File: src/rtl/eth_rx_pkg.sv
// Shared constants for the RMII receive deframer: FSM encodings, dibit codes, CRC-32 parameters.
package eth_rx_pkg;

  typedef logic [2:0] state_t;

  localparam state_t IDLE     = 3'd0;
  localparam state_t PREAMBLE = 3'd1;
  localparam state_t DATA     = 3'd2;
  localparam state_t DROP     = 3'd3;
  localparam state_t DONE     = 3'd4;

  localparam logic [1:0] PRE_DIBIT = 2'b01;
  localparam logic [1:0] SFD_DIBIT = 2'b11;

  localparam logic [31:0] CRC_POLY    = 32'h04C11DB7;
  localparam logic [31:0] CRC_INIT    = 32'hFFFFFFFF;
  localparam logic [31:0] CRC_RESIDUE = 32'hC704DD7B;

  function automatic logic [31:0] crc_reflect(input logic [31:0] v);
    logic [31:0] r;
    for (int i = 0; i < 32; i++) r[i] = v[31-i];
    return r;
  endfunction

endpackage

File: src/rtl/eth_rmii_rx_if.sv
// Receive-buffer write port and frame status bundle between the RMII deframer and the host side.
interface eth_rmii_rx_if #(parameter int BUF_AW = 11);

  logic              wr_en;
  logic [BUF_AW-1:0] wr_addr;
  logic [7:0]        wr_data;
  logic              frm_valid;
  logic [BUF_AW-1:0] frm_len;
  logic              frm_err;
  logic              crc_err;
  logic [7:0]        drop_cnt;

  modport master (
    output wr_en, wr_addr, wr_data, frm_valid, frm_len, frm_err, crc_err, drop_cnt
  );

  modport slave (
    input wr_en, wr_addr, wr_data, frm_valid, frm_len, frm_err, crc_err, drop_cnt
  );

endinterface

File: src/rtl/eth_crc32.sv
// Byte-wide reflected Ethernet CRC-32 register with synchronous clear and update enable.
module eth_crc32
  import eth_rx_pkg::*;
(
  input  logic        clk,
  input  logic        rst,
  input  logic        clear,
  input  logic        en,
  input  logic [7:0]  data,
  output logic [31:0] crc
);

  localparam logic [31:0] POLY_REF = crc_reflect(CRC_POLY);

  function automatic logic [31:0] crc_next(input logic [31:0] c, input logic [7:0] d);
    logic [31:0] r;
    r = c ^ {24'd0, d};
    for (int i = 0; i < 8; i++) r = r[0] ? ((r >> 1) ^ POLY_REF) : (r >> 1);
    return r;
  endfunction

  always_ff @(posedge clk) begin
    if (rst || clear) crc <= CRC_INIT;
    else if (en)      crc <= crc_next(crc, data);
  end

endmodule

File: src/rtl/eth_rmii_rx.sv
// RMII receive deframer: strips preamble/SFD, writes payload+FCS bytes, reports length/status.
// Optional FCS check enabled by defining ETH_RX_CRC_CHECK_EN.
//
// state    | meaning
// IDLE     | waiting for CRS_DV with a preamble dibit
// PREAMBLE | consuming 01 dibits until the SFD's closing 11
// DATA     | assembling bytes and writing them to the buffer
// DONE     | single cycle carrying the end-of-frame pulse
// DROP     | discarding the rest of the frame until CRS_DV falls
module eth_rmii_rx
  import eth_rx_pkg::*;
#(
  parameter int BUF_AW  = 11,
  parameter int MAX_LEN = 1518,
  parameter int MIN_LEN = 64
) (
  input  logic       clk,
  input  logic       rst,
  input  logic [1:0] i_erxd,
  input  logic       i_erx_dv,
  input  logic       i_erx_er,
  input  logic       i_buf_busy,
  eth_rmii_rx_if.master rx
);

  state_t            state;
  logic [1:0]        phase;
  logic [5:0]        shift;
  logic [BUF_AW-1:0] cnt;
  logic              er_flag;

  logic [7:0] byte_now;
  logic       byte_done;
  logic       over;
  logic       sfd_ok;
  logic       crc_bad;

  assign byte_now  = {i_erxd, shift};
  assign byte_done = (state == DATA) && i_erx_dv && (phase == 2'd3);
  assign over      = (cnt == BUF_AW'(MAX_LEN));
  assign sfd_ok    = (state == PREAMBLE) && i_erx_dv && (i_erxd == SFD_DIBIT) && !i_buf_busy;

`ifdef ETH_RX_CRC_CHECK_EN
  logic [31:0] crc_q;

  eth_crc32 u_crc (
    .clk   (clk),
    .rst   (rst),
    .clear (sfd_ok),
    .en    (byte_done && !over),
    .data  (byte_now),
    .crc   (crc_q)
  );

  // The register runs reflected; the residue constant is in unreflected bit order.
  assign crc_bad = (crc_reflect(crc_q) != CRC_RESIDUE);
`else
  assign crc_bad = 1'b0;
`endif

  always_ff @(posedge clk) begin
    if (rst) begin
      state        <= IDLE;
      phase        <= 2'd0;
      shift        <= 6'd0;
      cnt          <= '0;
      er_flag      <= 1'b0;
      rx.wr_en     <= 1'b0;
      rx.wr_addr   <= '0;
      rx.wr_data   <= 8'd0;
      rx.frm_valid <= 1'b0;
      rx.frm_len   <= '0;
      rx.frm_err   <= 1'b0;
      rx.crc_err   <= 1'b0;
      rx.drop_cnt  <= 8'd0;
    end else begin
      rx.wr_en     <= 1'b0;
      rx.frm_valid <= 1'b0;
      case (state)
        IDLE: begin
          if (i_erx_dv && i_erxd == PRE_DIBIT) state <= PREAMBLE;
        end
        PREAMBLE: begin
          if (!i_erx_dv) begin
            state <= IDLE;
          end else if (i_erxd == SFD_DIBIT) begin
            phase   <= 2'd0;
            cnt     <= '0;
            er_flag <= 1'b0;
            if (i_buf_busy) begin
              state <= DROP;
              if (rx.drop_cnt != 8'hFF) rx.drop_cnt <= rx.drop_cnt + 8'd1;
            end else begin
              state <= DATA;
            end
          end else if (i_erxd != PRE_DIBIT) begin
            state <= DROP;
          end
        end
        DATA: begin
          if (!i_erx_dv) begin
            // Status is registered here so the pulse lands in the DONE cycle.
            state        <= DONE;
            rx.frm_valid <= 1'b1;
            rx.frm_len   <= cnt;
            rx.crc_err   <= crc_bad;
            rx.frm_err   <= er_flag | (phase != 2'd0) | (cnt < BUF_AW'(MIN_LEN)) | crc_bad;
          end else begin
            if (i_erx_er) er_flag <= 1'b1;
            shift <= {i_erxd, shift[5:2]};
            phase <= phase + 2'd1;
            if (byte_done) begin
              if (over) begin
                state <= DROP;
                if (rx.drop_cnt != 8'hFF) rx.drop_cnt <= rx.drop_cnt + 8'd1;
              end else begin
                rx.wr_en   <= 1'b1;
                rx.wr_addr <= cnt;
                rx.wr_data <= byte_now;
                cnt        <= cnt + 1'b1;
              end
            end
          end
        end
        DONE: state <= IDLE;
        DROP: begin
          if (!i_erx_dv) state <= IDLE;
        end
        default: state <= IDLE;
      endcase
    end
  end

endmodule

File: src/flat_wrapper.sv
// flat-port wrapper written by rule: the top's interface ports become plain ports
module eth_rmii_rx_flat import eth_rx_pkg::*;
#(
  parameter int BUF_AW  = 11,
  parameter int MAX_LEN = 1518,
  parameter int MIN_LEN = 64
)
  (clk, rst, i_erxd, i_erx_dv, i_erx_er, i_buf_busy, rx_wr_en, rx_wr_addr, rx_wr_data, rx_frm_valid, rx_frm_len, rx_frm_err, rx_crc_err, rx_drop_cnt);
  eth_rmii_rx_if #(.BUF_AW(BUF_AW)) rx_i ();
  input  logic clk;
  input  logic rst;
  input  logic [1:0] i_erxd;
  input  logic i_erx_dv;
  input  logic i_erx_er;
  input  logic i_buf_busy;
  output wire logic [$bits(rx_i.wr_en)-1:0] rx_wr_en;
  output wire logic [$bits(rx_i.wr_addr)-1:0] rx_wr_addr;
  output wire logic [$bits(rx_i.wr_data)-1:0] rx_wr_data;
  output wire logic [$bits(rx_i.frm_valid)-1:0] rx_frm_valid;
  output wire logic [$bits(rx_i.frm_len)-1:0] rx_frm_len;
  output wire logic [$bits(rx_i.frm_err)-1:0] rx_frm_err;
  output wire logic [$bits(rx_i.crc_err)-1:0] rx_crc_err;
  output wire logic [$bits(rx_i.drop_cnt)-1:0] rx_drop_cnt;
  assign rx_wr_en = rx_i.wr_en;
  assign rx_wr_addr = rx_i.wr_addr;
  assign rx_wr_data = rx_i.wr_data;
  assign rx_frm_valid = rx_i.frm_valid;
  assign rx_frm_len = rx_i.frm_len;
  assign rx_frm_err = rx_i.frm_err;
  assign rx_crc_err = rx_i.crc_err;
  assign rx_drop_cnt = rx_i.drop_cnt;
  eth_rmii_rx #(.BUF_AW(BUF_AW), .MAX_LEN(MAX_LEN), .MIN_LEN(MIN_LEN)) u_core (.clk(clk), .rst(rst), .i_erxd(i_erxd), .i_erx_dv(i_erx_dv), .i_erx_er(i_erx_er), .i_buf_busy(i_buf_busy), .rx(rx_i));
endmodule
File: config.mk
export PLATFORM = sky130hd
export DESIGN_NAME = eth_rmii_rx_flat
export DESIGN_NICKNAME = d
export VERILOG_FILES = /design/src/rtl/eth_rx_pkg.sv /design/src/rtl/eth_rmii_rx_if.sv /design/src/rtl/eth_crc32.sv /design/src/rtl/eth_rmii_rx.sv /design/src/flat_wrapper.sv
export SDC_FILE = /design/constraint.sdc
export NUM_CORES = 1
export LEC_CHECK = 0
export ABC_AREA = 1
export BUFFER_PORTS_ARGS = -buffer_cell sky130_fd_sc_hd__clkbuf_2
export CORE_AREA = 8 8 86 88
export CTS_BUF_LIST = sky130_fd_sc_hd__clkbuf_4 sky130_fd_sc_hd__clkbuf_8
export DETAILED_ROUTE_END_ITERATION = 8
export DIE_AREA = 0 0 94 96
export PLACE_DENSITY_LB_ADDON = 0.3
export SLEW_MARGIN = 10
export SYNTH_ARGS = -nofsm -noshare
export SYNTH_HDL_FRONTEND = slang
export SYNTH_SLANG_ARGS = --single-unit
File: constraint.sdc
create_clock -name clk -period 1.55 [get_ports clk]
set_input_delay 0.155 -clock clk [delete_from_list [all_inputs] [get_ports clk]]
set_output_delay 0.155 -clock clk [all_outputs]
set_load 0.01 [all_outputs]
# Yosys cells after proc, flatten, opt, wreduce, memory -nomap -nowiden
# Index checks and enable logic that the tools add are counted.
[classes]
n_mux = 35
magnitude_cmp = 1
addsub = 3
n_reduce_logical = 16
n_eq_ne = 22
bitwise = 6
[ops]
columns = ["op", "count"]
rows = [
  ["$mux 8", 7],
  ["$mux 11", 5],
  ["$mux 3", 8],
  ["$pmux 11 s2", 1],
  ["$pmux 8 s2", 1],
  ["$ne 2x2->1 const B", 7],
  ["$pmux 3 s4", 1],
  ["$add 11x1->11 const B", 1],
  ["$eq 11x11->1 const B", 1],
  ["$lt 11x7->1 const B", 1],
  ["$reduce_and 5->1", 2],
  ["$add 8x1->8 const B", 1],
  ["$ne 2x1->1 const B", 4],
  ["$ne 8x8->1 const B", 1],
  ["$reduce_and 4->1", 2],
  ["$mux 1", 7],
  ["$reduce_and 7->1", 1],
  ["$eq 3x2->1 const B", 2],
  ["$mux 2", 3],
  ["$ne 3x2->1 const B", 2],
  ["$reduce_and 6->1", 1],
  ["$eq 2x2->1 const B", 2],
  ["$ne 4x4->1 const B", 1],
  ["$not 1->1", 4],
  ["12 further kinds", 17],
]
[totals]
out_inout_bits = 42
ff_bits = 64
word_cells = 95
in_bits = 7

# Logic depth before layout (Yosys ltp)
# Gate-level depths: netlist of the first run.
[logic_depth]
ltp_word = 6
depth_mapped = 12
ltp_nobuf = 11

# Worst setup path after synthesis of the first run
# Ideal clock, no wire load.
[synth_timing]
path_kind = "flip-flop to flip-flop"
from = "register u_core.cnt[1]"
to = "register u_core.rx.drop_cnt[5]"
path_slack_ps = 86
t_arrival_ps = 1349
path_buffers = 1
t_required_ps = 1435
path_stages_with_launch = 12
period_less_slack_ps = 1464
setup_ps = 115
cell_sequence = "dfxtp_1 ha_1 nand2_1 nor2_1 nand3_2 nand2_1 nand2_1 nor2_4 buf_6 nand3_1 nand2_1 nor2_1"
[synth_via]
elab_chain_len = 3
[synth_rtl]
columns = ["item", "line", "text"]
rows = [
  ["start, declared", "eth_rmii_rx.sv:29", "logic [BUF_AW-1:0] cnt;"],
  ["start signal, assigned", "eth_rmii_rx.sv:120", "cnt <= cnt + 1'b1;"],
  ["$eq 11x11->1", "eth_rmii_rx.sv:40", "assign over = (cnt == BUF_AW'(MAX_LEN));"],
  ["$ne 2x1->1 (no line)", "--", ""],
  ["$reduce_and 7->1 (no line)", "--", ""],
  ["end signal, assigned", "eth_rmii_rx.sv:92", "if (rx.drop_cnt != 8'hFF) rx.drop_cnt <= rx.drop_cnt + 8'd1;"],
  ["end signal, assigned", "eth_rmii_rx.sv:115", "if (rx.drop_cnt != 8'hFF) rx.drop_cnt <= rx.drop_cnt + 8'd1;"],
  ["end, declared", "eth_rmii_rx_if.sv:14", "output wr_en, wr_addr, wr_data, frm_valid, frm_len, frm_err, crc_err, drop_cnt"],
]
# No other way between the ends.
# A chain may end at the register's enable or synchronous reset.

# Final worst setup path of the first run
[layout_timing]
from = "register u_core.cnt[0]"
to = "register u_core.cnt[3]"
[layout_via]
elab_chain_len = 5
elab_cells_between_ends = 8
classes_between = "add/sub (1); eq/ne (2); mux (4); reduce/logical (1)"
[layout_rtl]
columns = ["item", "line", "text"]
rows = [
  ["$add 11x1->11", "eth_rmii_rx.sv:120", ""],
  ["$mux 11", "eth_rmii_rx.sv:113", "if (over) begin"],
  ["$mux 11", "eth_rmii_rx.sv:112", "if (byte_done) begin"],
  ["$mux 11", "eth_rmii_rx.sv:101", "if (!i_erx_dv) begin"],
  ["$pmux 11 s2", "eth_rmii_rx.sv:79", "case (state)"],
]
# Parallel ways exist; a longest one is shown, timed or not. The select of a mux whose other input is x is not followed.

==> flow_metrics.tcl, run 1 <==
set metrics [dict create \
    drc_errors 0 \
    layout_min_cycle_time_ps 1520 \
    fin_ws_ps 31.3 \
    die_w_um 94 \
    regArea_um2 1290 \
    synthCells 410 \
    outcome "completed" \
    area_delta_synth_final_pct 33.0 \
    start_util_pct 48.2 \
    synth_top_area_share_pct 43.6 \
    yosysUniqueCellTypes 35 \
    die_h_um 96 \
    insertion_delay_ps 340 \
    clockBufferDepth 2 \
    wl_per_cell_um 13.3 \
    grt_pass1_vias 2771 \
    cts-root-buf "clkbuf_8" \
    layout_worst_path_cycle_share_pct 98.0 \
    ant_nets 0 \
    grt.overflow.total 0 \
    max_freq_mhz 658 \
    endpoint_kind "register" \
    syn_nets 422 \
    final_hold_viol_count 0 \
    firstDrtPassIters 5 \
    ys_seq_elements 64 \
    syn_area_um2 2940 \
    ios 49 \
    p_clk_share_pct 48.3 \
    worstPathRequired_ps 1820 \
    viasPerCell 5.04 \
    cp.arrival_ps 1790 \
    p_int_uw 2910 \
    grt_max_degree 49 \
    rows 29 \
    clkSlewWorstSetupHoldPaths_ps 70 \
    hold_buffers 0 \
    criticalPathCategory "register to register" \
    cap_violations 0 \
    power_leakage_uw 0.00171 \
    dp_hpwl_mm 4.97 \
    pwr-share-comb_pct 6.8 \
    multi_input_comb_area_um2 1550 \
    drt_wl_total_mm 7.53 \
    fin_tns_setup_ps 0 \
    drv_slew 0 \
    syn_area_per_cell_um2 7.16 \
    cts_tree "yes" \
    finalNetCount 497 \
    die-area_um2 9020 \
    grt_pass1_wl_mm 12.3 \
    seqPwrFrac_pct 44.9 \
    powerDensity_nw_per_um2 951 \
    switchingPower_uw 803 \
    dr.first_iter.drc_count 167 \
    dp_slack_ps -106 \
    startpoint_type "register" \
    rsz0062_at_grt "true" \
    gp_congestion 0.907 \
    antenna_found_initial 0 \
    setup_viol_count_final 0 \
    core_um2 6100 \
    num_antenna_cells 0 \
    htree_levels 3 \
    ys.warnings.count 0 \
    vias 2859 \
    clock-sinks 64 \
    grtUsageTotal_pct 17.1 \
    irDropWorstVdd_v 0.000628 \
    yosys.area.top_type "dfxtp_1" \
    nFillCells 556 \
    netlist_top_cells_area "dfxtp_1 (44%), nor2_1 (11%), nand2_1 (8.1%), o21ai_0 (8.0%), a21oi_1 (5.5%)" \
    numCtsBuffers 9 \
    hp-class "input pin to register" \
    netSwitchingFraction_pct 21.6 \
    clock_skew_ps 7.34 \
    port_buffers 47 \
    cp_max_fo 8 \
    drive_gt1_share_pct 31.2 \
    yosysSeqAreaShare_pct 43.6 \
]
worst paths after layout:
check / to / slack [ps] / start / cells after the start
max: u_core.cnt[3]$_SDFFE_PP0P_ / 30 / u_core.cnt[0]$_SDFFE_PP0P_ / 10
min: u_core.er_flag$_SDFFE_PP0P_ / 100 / i_erx_er / 3
max reg2reg: u_core.cnt[3]$_SDFFE_PP0P_ / 30 / u_core.cnt[0]$_SDFFE_PP0P_ / 10
min reg2reg: u_core.rx.frm_len[9]$_SDFFE_PP0P_ / 470 / u_core.rx.frm_len[9]$_SDFFE_PP0P_ / 2
power by group through the flow:
stage	clock network (µW)	registers, µW	logic [µW]
after detailed placement	0	1700	192
after CTS	1830	1670	237
after global placement	0	1700	188
final	1800	1670	254
after global routing	1900	1670	281
after floorplan	0	1710	134
cell type report:
class | instances | share of cell area [%]
tap | 77 | 2.47
clock inverter | 5 | 2.63
inverter | 42 | 4.48
clock buffer | 11 | 3.88
sequential | 64 | 33.0
timing repair buffer | 80 | 13.8
multi-input combinational | 288 | 39.8
critical path, stage by stage, from the launching register on:
cell	delay, ps
dfxtp_2	340
inv_2	50
ha_4	150
nand2_4	60
nor2_4	40
nand3_4	70
buf_6	120
nand2_8	80
a21oi_4	300
nand2_1	110
a21oi_2	120
registers in the layout, summed over array words and instances, names as in the netlist, 2 cells and up:
signal / flops
u_core.cnt: 11
u_core.phase: 2
u_core.rx.drop_cnt: 8
u_core.rx.frm_len: 11
u_core.rx.wr_addr: 11
u_core.rx.wr_data: 8
u_core.shift: 6
u_core.state: 3
synth_stat cells (all sizes together):
cell    number
a21oi       33
a31oi        2
and3         1
buf          8
clkbuf       8
clkinv       1
conb         1
dfxtp       64
ha           5
inv         41
nand2       70
nand3       24
nand3b       1
nand4        2
nor2        89
nor3         1
nor3b        3
nor4         1
o211ai       1
o21ai       52
xor2         2
logic make-up after synthesis:
| logic type | count (synthesis) | share of synthesized area (%) |
|---|---|---|
| DFF | 64 | 43.6 |
| AOI/OAI and AO/OA | 88 | 15.9 |
| and+or+nand+nor | 192 | 28.6 |
| other | 1 | 0.128 |
| adders and majority gates | 5 | 2.13 |
| xor gates and xnor gates | 2 | 0.597 |
| buffers and inverters | 58 | 8.99 |
what timing repair did:
action | CTS | global route
hold endpoints to repair | 0 | 0
gates cloned | 1 | 0
resized for setup | 18 | 37
buffers inserted | 5 | 8
pin swaps | 7 | 17
setup endpoints to repair | 18 | 32
layout by cell type (no fill, tap or decap), types with 2 or more instances in the layout:
master      count
nand2_1        58
a21oi_2         3
bufinv_16       3
nand2_4         6
nand2_2         5
dfxtp_2         5
buf_12          4
inv_2           4
o21ai_1         6
a21oi_1        29
nand4_1         2
ha_2            2
clkbuf_2       47
nand3_2        10
nor3b_1         3
nor2_2          4
a31oi_1         2
clkinvlp_4      2
nand3_1        13
clkinv_2        2
o21ai_2         4
xor2_1          2
nor2_1         79
inv_1          34
o21ai_0        42
buf_6           2
nor2_4          6
dfxtp_1        59
clkbuf_8       11
ha_1            2
buf_4          27
per-layer routing:
layer	track usage (%)	share of wire (%)	up-vias	wire length (µm)
met2	28.1	48	64	3590
met4	9.11	2.2	0	167
met5	0	0	-	0
li1	-	-	1478	-
met3	4.13	5.1	13	383
met1	20.2	45	1304	3390
through the flow:
stage / total power, µW / cells / hold WS (ps) / area, µm² / utilization [%]
global placement: 1890 / 538 / 426 / 3350 / 54.9
CTS: 3730 / 560 / 89.5 / 3740 / 61.4
detailed placement: 1890 / 538 / 451 / 3350 / 54.9
global route: 3840 / 567 / 103 / 3910 / 64.1
finish: 3720 / 567 / 95.9 / 3910 / 64.1
floorplan: 1840 / 410 / 303 / 2940 / -
(Power assumes the default switching activity.)
==> run 2, diff against run 1 <==
Clock period 1.55 ns to 1.3 ns, I/O delays scaled along.
==> flow_metrics.tcl, run 2 (synthesized netlist as in run 1, its figures left out) <==
set metrics [dict create \
    use_met1_pct 20.8 \
    min-delay-start "i_erx_er" \
    area_delta_synth_final_pct 47.1 \
    firstDrtPassIters 4 \
    hold_buffers 0 \
    cp.arrival_ps 1790 \
    violations "setup timing" \
    regArea_um2 1290 \
    grtUsageMet3_pct 5.54 \
    clock-sinks 64 \
    vias 3056 \
    die_w_um 94 \
    multi_input_comb_area_um2 1690 \
    ios 49 \
    drv_slew 0 \
    rows 29 \
    hold_slack_ps 65.4 \
    slowest_stage "dfxtp_2" \
    grtUsageTotal_pct 19.4 \
    path_delay_family "simple AND/OR/NAND/NOR gates" \
    clockBufferDepth 2 \
    insertion_delay_ps 350 \
    whs_endpoint "u_core.er_flag$_SDFFE_PP0P_" \
    die_h_um 96 \
    crit-reg2reg-launch "u_core.cnt[0]$_SDFFE_PP0P_" \
    numCtsBuffers 9 \
    setup_viol_count_final 56 \
    grt_max_degree 49 \
    cpPeakStageDelay_ps 330 \
    drive_gt1_share_pct 38.8 \
    post_dp_cell_area_um2 3630 \
    path_buf_inv 2 \
    path_cells "inv_2, ha_4, nand2_4, nor2_4, nand3_4, nand2_2, nand2_2, nor2_4, buf_12, nand3_2, nand2_1, nor2_1" \
    viasPerCell 5.11 \
    layout_worst_path_cycle_share_pct 119 \
    top_usage_layer "met2" \
    dr.first_iter.drc_count 160 \
    num_antenna_cells 0 \
    port_buffers 47 \
    dp_slack_ps -248 \
    max_freq_mhz 649 \
    layout_common_cells "nor2_1 (76), dfxtp_1 (57), nand2_1 (51), buf_4 (48), clkbuf_2 (47)" \
    reg_top3 "u_core.cnt: 11 flops, u_core.rx.frm_len: 11 flops, u_core.rx.wr_addr: 11 flops" \
    cts-root-buf "clkbuf_8" \
    startpoint_type "register" \
    r2r_slack_ps -240 \
    layout_min_cycle_time_ps 1540 \
    wl_per_cell_um 14.6 \
    power_leakage_uw 0.00191 \
    clkSlewWorstSetupHoldPaths_ps 80 \
    ant_nets 0 \
    rsz0062_at_grt "true" \
    fin_ws_ps -242 \
    layout_commonest_cell "nor2_1" \
    htree_levels 3 \
    grt.overflow.total 0 \
    drc_errors 0 \
    final_hold_viol_count 0 \
    cp_max_fo 7 \
    outcome "finished with violations" \
    finalNetCount 528 \
    antenna_found_initial 0 \
    criticalPathCategory "register to register" \
    grt_pass1_vias 3015 \
    dp_hpwl_mm 5.43 \
    drt_wl_total_mm 8.76 \
    cap_violations 0 \
    design_area_um2 4320 \
    endpoint_kind "register" \
    irDropWorstVdd_v 0.000770 \
    fin_tns_setup_ps -7050 \
    hp-class "input pin to register" \
    hold_depth 3 \
    met2_usage_pct 34.5 \
    gp_congestion 0.888 \
    cts_tree "yes" \
    worstPathRequired_ps 1550 \
    clock_skew_ps 9.96 \
    rr_worst_depth 12 \
    core_um2 6100 \
    start_util_pct 48.2 \
    grt_pass1_wl_mm 13.7 \
    die-area_um2 9020 \
    nFillCells 485 \
    r2r_end "u_core.rx.drop_cnt[3]$_SDFFE_PP0P_" \
    powerDensity_nw_per_um2 1010 \
]
==> run 2: changes by cell type in the layout (fill, tap and decap cells not counted), moves of 4 or more <==
cell	delta
buf_4	+21
nand2_2	+5
o21ai_1	+4
o21ai_0	-5
nand2_1	-7
==> run 2: metal layers <==
layer	wire [µm]	vias up
met5	0	-
met4	225	0
met3	379	22
met2	4560	66
met1	3600	1436
li1	-	1532
==> run 2: final cells by class <==
type	count	share of cell area, %
clock buffers	10	3.19
multi-input cells	289	39.1
flip-flops and latches	64	30.0
clock inverters	6	2.09
repair buffers	109	19.3
inverters	42	4.05
repair inverters	1	0.145
well taps	77	2.23
==> run 2: worst register-to-register path, stage by stage, from the launching register on <==
cell     delay, ps
dfxtp_2        330
inv_2           70
ha_4           130
nand2_4         50
nor2_4          90
nand3_4        100
nand2_2         90
nand2_2         60
nor2_4         160
buf_12         160
nand3_2         70
nand2_1         80
nor2_1          50
==> run 2: metrics by stage <==
| step | std cells | power [µW] | utilization, % |
|---|---|---|---|
| 3_5_place_dp | 568 | 2320 | 59.5 |
| 4_1_cts | 592 | 4290 | 66.8 |
| 3_3_place_gp | 568 | 2310 | 59.5 |
| 6_report | 598 | 4350 | 70.9 |
| 2_1_floorplan | 410 | 2200 | - |
| 5_1_grt | 598 | 4470 | 70.9 |
==> run 2: power breakdown <==
group	internal [µW]	switching (µW)
clock	1140	840
sequential	1970	11.0
combinational	169	217
total	3280	1070
==> run 2: worst max path at each step <==
stage          cells past startpoint                         start  slack (ps)                                 end
2_1_floorplan                     12    u_core.cnt[0]$_SDFFE_PP0P_        -150  u_core.rx.drop_cnt[5]$_SDFFE_PP0P_
3_3_place_gp                       8  u_core.state[0]$_SDFFE_PP0P_        -190          u_core.cnt[2]$_SDFFE_PP0P_
3_5_place_dp                       8  u_core.state[0]$_SDFFE_PP0P_        -250          u_core.cnt[4]$_SDFFE_PP0P_
4_1_cts                            9    u_core.cnt[0]$_SDFFE_PP0P_        -200          u_core.cnt[4]$_SDFFE_PP0P_
5_1_grt                            9    u_core.cnt[1]$_SDFFE_PP0P_        -310          u_core.cnt[8]$_SDFFE_PP0P_
6_report                          12    u_core.cnt[0]$_SDFFE_PP0P_        -240  u_core.rx.drop_cnt[3]$_SDFFE_PP0P_
==> run 2: repair_timing <==
action                                  4_1_cts  5_1_grt
buffers inserted                              6        4
resized for setup                            40       45
cloned                                        2        2
pin swaps                                    18       14
endpoints found under the setup margin       57       58
